### src/rtl/rf_write_queue.sv
// In-order write-back buffer feeding the register file's single write port,
// with two combinational bypass lookups returning the newest pending value.
module rf_write_queue #(
    parameter int DEPTH  = 4,
    parameter int DATA_W = 32,
    parameter int ADDR_W = 5
) (
    input  logic                       Clk,
    input  logic                       Rst_n,
    input  logic                       in_valid,
    output logic                       in_ready,
    input  logic [ADDR_W-1:0]          in_addr,
    input  logic [DATA_W-1:0]          in_data,
    input  logic                       DrainEn,
    output logic                       WriteEn,
    output logic [ADDR_W-1:0]          WriteAddr,
    output logic [DATA_W-1:0]          data_o,
    input  logic [ADDR_W-1:0]          LookupA,
    output logic                       HitA,
    output logic [DATA_W-1:0]          HitDataA,
    input  logic [ADDR_W-1:0]          LookupB,
    output logic                       HitB,
    output logic [DATA_W-1:0]          HitDataB,
    output logic [$clog2(DEPTH+1)-1:0] Count,
    output logic                       Full,
    output logic                       Empty
);

    localparam int PTR_W = $clog2(DEPTH);
    localparam int CNT_W = $clog2(DEPTH+1);

    logic [ADDR_W-1:0] addr_q  [DEPTH];
    logic [DATA_W-1:0] data_q  [DEPTH];
    logic [DEPTH-1:0]  valid_q;
    logic [PTR_W-1:0]  wr_ptr;
    logic [PTR_W-1:0]  rd_ptr;
    logic [CNT_W-1:0]  count_q;
    logic              enq;
    logic              deq;

    // Handshake: a request transfers on a rising edge where in_valid and
    // in_ready are both 1; in_ready depends only on the registered count,
    // never on a same-cycle drain, so a full queue refuses even while draining.
    assign Full     = (count_q == CNT_W'(DEPTH));
    assign Empty    = (count_q == '0);
    assign Count    = count_q;
    assign in_ready = !Full && Rst_n;
    assign enq      = in_valid && in_ready;

    assign WriteEn   = !Empty && DrainEn;
    assign deq       = WriteEn;
    assign WriteAddr = Empty ? '0 : addr_q[rd_ptr];
    assign data_o    = Empty ? '0 : data_q[rd_ptr];

    always_ff @(posedge Clk or negedge Rst_n) begin
        if (!Rst_n) begin
            wr_ptr  <= '0;
            rd_ptr  <= '0;
            count_q <= '0;
            valid_q <= '0;
        end else begin
            if (deq) begin
                rd_ptr          <= rd_ptr + 1'b1;
                valid_q[rd_ptr] <= 1'b0;
            end
            if (enq) begin
                wr_ptr          <= wr_ptr + 1'b1;
                valid_q[wr_ptr] <= 1'b1;
            end
            case ({enq, deq})
                2'b10:   count_q <= count_q + 1'b1;
                2'b01:   count_q <= count_q - 1'b1;
                default: count_q <= count_q;
            endcase
        end
    end

    // Payload storage needs no reset: every read is qualified by a valid bit or Empty.
    always_ff @(posedge Clk) begin
        if (enq) begin
            addr_q[wr_ptr] <= in_addr;
            data_q[wr_ptr] <= in_data;
        end
    end

    // Scan from head towards tail so the last match is the youngest entry.
    always_comb begin
        logic [PTR_W-1:0] idx;
        HitA     = 1'b0;
        HitDataA = '0;
        HitB     = 1'b0;
        HitDataB = '0;
        idx      = '0;
        for (int i = 0; i < DEPTH; i++) begin
            idx = rd_ptr + PTR_W'(i);
            if (valid_q[idx] && addr_q[idx] == LookupA) begin
                HitA     = 1'b1;
                HitDataA = data_q[idx];
            end
            if (valid_q[idx] && addr_q[idx] == LookupB) begin
                HitB     = 1'b1;
                HitDataB = data_q[idx];
            end
        end
    end

endmodule

### config.mk
export PLATFORM = sky130hd
export DESIGN_NAME = rf_write_queue
export DESIGN_NICKNAME = d
export VERILOG_FILES = /design/src/rtl/rf_write_queue.sv
export SDC_FILE = /design/constraint.sdc
export NUM_CORES = 1
export LEC_CHECK = 0
export CORE_MARGIN = 2
export CORE_UTILIZATION = 40
export CTS_BUF_LIST = sky130_fd_sc_hd__clkbuf_8
export DETAILED_ROUTE_END_ITERATION = 12
export GPL_TIMING_DRIVEN = 0
export MAX_ROUTING_LAYER = met4
export PLACE_DENSITY_LB_ADDON = 0.15
export SETUP_SLACK_MARGIN = 0.05
export SLEW_MARGIN = 20
export SYNTH_ARGS = -nofsm -noshare
export SYNTH_HDL_FRONTEND = slang
export SYNTH_SLANG_ARGS = --single-unit
### constraint.sdc
create_clock -name Clk -period 8.83 [get_ports Clk]
set_input_delay 1.766 -clock Clk [delete_from_list [all_inputs] [get_ports Clk]]
set_output_delay 1.766 -clock Clk [all_outputs]
set_load 0.01 [all_outputs]
==> results.md <==
- Comb power frac: about two thirds
- Crit path launch: rd_ptr[1]
- Placed Area: ~14000 um^2
- Finished Cell Area: approximately 14000 um^2
- Worst Path Buf+Inv: 9
- Gpl congestion: between 0.9 and 1
- WS Path Type: reg2out
- Synth Instances: just under 900
- Post-layout nets: around 1100
- Slowest Stage Delay on Critical Path: between 0.6 and 0.7 ns
- Number of flops mapped to enable cells by yosys: 148
- Seq cells post-synth: about 160
- Hold Startpoint: Count[2]
- Synthesis Warnings: 0
- Gr usage total: roughly a quarter
- H-tree levels: 4
- Remaining Overflow, GRT: 0
- Worst path required time: between 7 and 8 ns
- RSZ-0062 raised after global routing: no
- Antenna Cells: 0
- Worst slew margin: 41.03%
- Die span in y: about 180 um
- Initial antenna violation count: 0
- Post-route ant nets: 0
- WL per Instance: approximately 27 um
- Final setup violation count: 0
- Via count: between 9000 and 10000
- Worst-path cell chain: buf_2, buf_2, clkbuf_1, clkbuf_2, inv_1, ha_1, buf_2, mux4_2, xnor2_1, nand4_1, or2_0, clkbuf_1, clkbuf_2, a31oi_1, a211oi_1, clkdlybuf4s50_1
- CTS Hold Bufs: 0
- Gr busiest metal: met2
- Sequential element share of the synthesized area: ~40%
- Power Density: about 340 nW/um^2
- Switching Share: roughly 42%
- Avg Cell Area, Syn: approximately 14 um^2
- CP startpoint kind: flip-flop
- Worst-Margin Slew: slightly below 0.9 ns
- First-pass GRT wire length: 57640 um
- Drt total wl: 39040 um
- Final Util: approximately half
- Post-route non-filler standard cell count: around 1500
- F_max: between 100 and 150 MHz
- Worst vdd ir: between 0.1 and 0.15 mV
- CTS Root Cell: clkbuf_8
- Final min period: ~8.4 ns
- GRT met1 Usage: roughly a third
- IO Pins: roughly 160
- Leak Pwr: between 4 and 5 nW
- Internal Power: roughly 2.9 mW
- Synth cell types: 49
- Die Width: between 150 and 200 um
- Cell row count: 63
- Crit path capture type: output port
- # clock sinks: between 150 and 200
- Worst min path class: reg2reg
- HPWL after DPL: approximately 27000 um
- FFs w/ async S/R, synth: between 6 and 7%
- Post-Route Setup TNS: 0 ns
- Layout cells sized above 1: approximately 25%
- Dominant synthesized flop cell: edfxtp_1
- Crit path max-delay family: buffers and inverters
- Fin. Hold Viols: 0
- Max-slew violations: 0
- PnR worst setup slack: 0.4097 ns
- Post-synth net total: around 950
- Final period utilization: 95.36%
- Cell Area, Synth: 11950 um^2
- Post-CTS setup buffer count: 0
- Clock Latency Late Sink: between 0.4 and 0.5 ns
- Vias per cell: approximately 6.4
- Flop pwr share: approximately 21%
- Post-Place Cells: 1425
- Max Cap Viol: 0
- Clock transition at path regs: about 0.08 ns
- Slowest CP cell: clkdlybuf4s50_1
- Number of fill cells: between 2000 and 3000
- Status: completed
- DRC Markers: 0
- Grt met2 use: 39.78%
- Area grow syn2layout: 20.52%
- CORE AREA: around 30000 um^2
- Clock Tree Buf Depth: 2
- Met3 Resource Use GR: 5.090%
- P_sw: approximately 2.1 mW
- Pre-Repair DR Iteration Count: 6
- Most used cell, CP: buf_2
- Worst Skew: 0.009868 ns
- Clock power frac: a little under an eighth
- CTS tree: yes
- Die area: 31270 um^2
- Largest net degree at the start of global routing: 39
- Placement Setup Slack: 0.6181 ns
- I/O Buffers: 151
- Critical Path Fanout Max: 10
- Vias in the first global route: around 9100
- Worst r2r src: rd_ptr[1]
- Drt first-iter violations: a little over 1000
- Starting Density: between 40% and 50%
- WP data arrival: 6.65 ns
- CTS Buf Count: 17
power groups by stage:
stage               sequential (mW)  clock [mW]  combinational, mW
floorplan                      1.01           0               2.21
finish                         1.02       0.594               3.34
global route                   1.03       0.629               3.55
CTS                            1.01       0.599               3.33
detailed placement             1.03           0               3.32
global placement               1.03           0               3.31
synthesized netlist by cell type (19+ instances only):
cell type,count,area (um^2)
a211oi_1,41,307.8
xor2_1,19,166.4
xnor2_1,26,227.7
clkbuf_1,48,180.2
a31oi_1,32,200.2
nand3_1,24,120.1
nor3b_1,31,232.7
nor2_1,44,165.2
mux4_2,151,3401
buf_2,36,180.2
o211ai_2,21,262.8
mux2i_1,35,350.3
nor2b_1,41,256.5
nor3_1,43,215.2
edfxtp_1,148,4444
nand2_1,37,138.9
worst paths after layout:
kind | endpoint | slack [ns] | cells after the start
min | Count[2] | 0.52 | 1
max | HitDataA[12] | 0.41 | 16
min reg2reg | Count[2] | 0.52 | 1
max reg2reg | rd_ptr[1] | 3.79 | 13
max in group asynchronous | rd_ptr[1] | 6.76 | 1
min in group asynchronous | wr_ptr[0] | 1.68 | 1
stage by stage:
stage | power, mW | hold WS (ns)
after global routing | 5.210 | 0.5402
final | 4.951 | 0.5155
after detailed placement | 4.348 | 0.5098
after CTS | 4.946 | 0.5195
after floorplan | 3.219 | 0.4954
after global placement | 4.340 | 0.5031
state kept, by name (all words and copies together), names as in the netlist:
name	flops
wr_ptr	2
data_q	128
addr_q	20
valid_q	4
Count	3
rd_ptr	2
cell families (layout without fill, tap and decap cells):
| family | after synthesis | in the layout | synth area share [%] |
|---|---|---|---|
| AND/OR/NAND/NOR | 254 | 254 | 11.51 |
| AO/OA/AOI/OAI | 123 | 123 | 8.724 |
| adder cells (fa/ha/maj) | 10 | 10 | 1.110 |
| XOR/XNOR | 45 | 45 | 3.299 |
| multiplexers | 188 | 188 | 31.71 |
| buffers and inverters | 105 | 288 | 4.147 |
| flip-flops | 159 | 159 | 39.50 |
cell usage in the layout (no fill, tap or decap), drive strengths merged, types with 11 or more instances in the layout:
master | Yosys | final
mux2i | 35 | 35
nor3 | 43 | 43
clkdlybuf4s50 | 0 | 151
clkbuf | 48 | 65
dfrtp | 11 | 11
buf | 48 | 48
nor2 | 46 | 46
inv | 9 | 14
nand3 | 24 | 24
o211ai | 24 | 24
nand2 | 37 | 37
xnor2 | 26 | 26
a31oi | 32 | 32
xor2 | 19 | 19
a211oi | 51 | 51
nor2b | 41 | 41
nor3b | 31 | 31
mux4 | 152 | 152
edfxtp | 148 | 148
what timing repair did:
action,CTS,global route
endpoints found under the hold margin,0,0
endpoints found under the setup margin,1,19
gates resized for setup,1,6
final cells by class:
class,instances,area [um^2],share of cell area (%)
clock buffers,17,234.0,1.625
well taps,390,488.0,3.389
inverters,9,33.78,0.2346
flip-flops and latches,159,4720,32.78
clock inverters,15,192.7,1.338
plain buffers,96,466.7,3.241
repair buffers,151,1511,10.50
multi-input cells,620,6753,46.90
per-layer routing:
metal	part of all wire, %	up-vias	routed length [um]
met5	0	-	0
met4	2.4	0	943
met3	9.0	64	3522
met1	42	4766	16310
li1	-	3931	-
met2	47	541	18260
Power figures use the tool's default switching activity.
==> edit: new RTL, same flow settings <==
Set the parameter `DATA_W` to 48 (it was 32).
--- a/src/rtl/rf_write_queue.sv
+++ b/src/rtl/rf_write_queue.sv
@@ -2,7 +2,7 @@
 // with two combinational bypass lookups returning the newest pending value.
 module rf_write_queue #(
     parameter int DEPTH  = 4,
-    parameter int DATA_W = 32,
+    parameter int DATA_W = 48,
     parameter int ADDR_W = 5
 ) (
     input  logic                       Clk,
Ports: changed (resized HitDataA, HitDataB, data_o and in_data); port bits go from 161 to 225. No check against the original RTL was run, so the function may have changed too.
==> edit against the unedited design <==
  * Area after synthesis grew 40%
  * Routed wire length grew 61%
  * Total power grew 53%
  * Cell count grew 61%
  * Critical path depth is the same
  * Setup slack lost 0.099 ns
  * Design area grew 42%
  * Register-to-register slack gained 0.17 ns
  * Sequential cell count grew 64
  * Largest power group unchanged
==> edit: results (changes against the unedited design) <==
ANTENNA_FOUND_INITIAL=5  # +5
DETAILEDPLACEMENTHPWL_MM=44.5  # +68%
POST_CTS_RESIZED=0  # -1
PORTBUFFERS=216  # +43%
OUTCOME='complete, no violations'
WIRELENGTH_MM=62.8  # +61%
SYNTH_COMPOUND_GATE_AREA_SHARE_PCT=14.8  # +6.0 points
WORST_R2R_PATH_DEPTH=14  # +1
GRT_MAX_DEGREE=33  # -15%
REG_TOP3='data_q (192), addr_q (20), valid_q (4)'
SYNTH.AREA.MUX_SHARE_PCT=26.8  # -4.9 points
SETUP.REG_TO_REG.WORST_SLACK_NS=3.96  # +0.17 ns
GRT_PASS1_WL_MM=92.4  # +60%
MET3ROUTEDLENGTH_MM=5.51  # +57%
PLACE_CONGESTION=0.917  # +1.6%
SWITCHING_SHARE_OF_POWER_PCT=46.7  # +4.5 points
SYNTHXORXNORAREAFRAC_PCT=2.66  # -0.64 points
DRT-MET1-WL_MM=26.3  # +62%
SYNTH_FP_NETS=1599  # +69%
SYNTH_TOP_CELLS_BY_AREA='edfxtp_1, mux4_2, mux2i_1'
REPORTED_LEAKAGE_POWER_nW=7.39  # +63%
POST_SYNTH_INST_COUNT=1522  # +72%
WL_CELL_UM=26.7  # -0.38%
VDD_IR_DROP_MAX_uV=171  # +19%
MAX-CLOCK-PATH-BUFFERS=3  # +1
CELL_WITH_THE_LARGEST_STAGE_DELAY_ON_THE_WORST_PATH='clkbuf_1'
DRT_FIRST_PASS_ITERS=7  # +1
TIMING.CRITICAL_PATH.ARRIVAL_NS=6.75  # +0.10 ns
CTS_BUFFERS=41  # +24
PLACE.DETAILED.INSTANCES=2276  # +60%
LAYOUT-DRIVE-GT1-SHARE_PCT=18.8  # -6.6 points
CRITICAL_PATH_PEAK_FANOUT=12  # +2
YOSYS.AREA_SHARE.ADDER_PCT=0.794  # -0.32 points
GLOBAL_ROUTE.USAGE.MET1_PCT=38.7  # +3.3 points
FINAL_STAGE_NET_COUNT=1863  # +67%
CRITICAL_PATH.MAX_STAGE_DELAY_NS=0.66  # +0.03 ns
ROUTE.MET2.WL_MM=28.4  # +56%
WORST_CLOCK_SKEW_NS=0.0147  # +0.00481 ns
PATH_CLK_SLEW_NS=0.06  # -0.02 ns
POSTSYNTH.ASYNCRESETSHARE_PCT=4.93  # -2.0 points
HOLDPATHEND='valid_q[0]'
SYNTH.YOSYS.SEQ_AREA_SHARE_PCT=39.7  # +0.24 points
MIN_FROM='valid_q[0]'
MET2_USAGE_PCT=44.4  # +4.6 points
GRT_USE_TOTAL_PCT=29.4  # +3.3 points
TIGHTESTPINTRANSITION_NS=0.981  # +0.0965 ns
POST_DRT_VIA_CELL_RATIO=6.25  # -2.1%
GRT_PASS1_VIAS=14671  # +61%
SYNTH.CELLS.MOST_FREQUENT='edfxtp_1, o21ai_0, mux2i_1'
DETAILED_ROUTE_ITER0_VIOLATIONS=1724  # +67%
SYNTH_ENABLE_FLOP_CELLS=212  # +43%
edit: changes by cell type in the layout (fill, tap and decap cells not counted), moves of 31 or more:
cell             before  now
mux2i_1              35  140
a2bb2oi_1             0   32
nand2_1              37  135
nor2_1               44   84
a31oi_1              32    0
a21oi_1               1   34
o21ai_0               4  173
nor3b_1              31    0
a211o_1               0   32
edfxtp_1            148  212
mux2_2                1  113
clkdlybuf4s50_1     151  216
mux4_2              151   80
edit: layout make-up:
type	count	area, um2
inverter	8	30.0
clock buffer	43	592
buffer	146	758
clock inverter	29	151
sequential	223	6640
timing repair buffer	222	2260
antenna	6	15.0
fill	3741	20600
multi-input combinational	1144	9300
tap	532	666
edit: cells by family after synthesis:
kind of cell | count (synthesis)
compound gates | 373
xor+xnor | 49
fa+ha+maj | 10
buf+inv | 155
flops | 223
mux | 333
simple gates | 379
edit: worst max path at each step:
stage                     slack [ns]  cells after the start      endpoint
after floorplan                 3.01                     16  HitDataA[10]
after global placement          0.86                     17  HitDataA[46]
after detailed placement        0.81                     17  HitDataA[13]
after CTS                       0.14                     17  HitDataA[13]
after global routing            0.08                     16  HitDataA[46]
final                           0.31                     16  HitDataA[46]
edit: power groups by stage:
stage	clock (mW)	combinational [mW]	sequential [mW]
global route	0.991	5.58	1.40
finish	0.936	5.27	1.39
CTS	0.948	5.21	1.39
global placement	0	5.11	1.41
floorplan	0	3.31	1.38
detailed placement	0	5.18	1.41
edit: through the flow:
step                      hold slack (ns)  cell area (um2)  setup WS (ns)
after floorplan                     0.479            16700           3.01
after global placement              0.502            19500          0.860
after detailed placement            0.511            19700          0.815
after CTS                           0.525            20400          0.137
after global routing                0.562            20400         0.0819
final                               0.531            20400          0.311
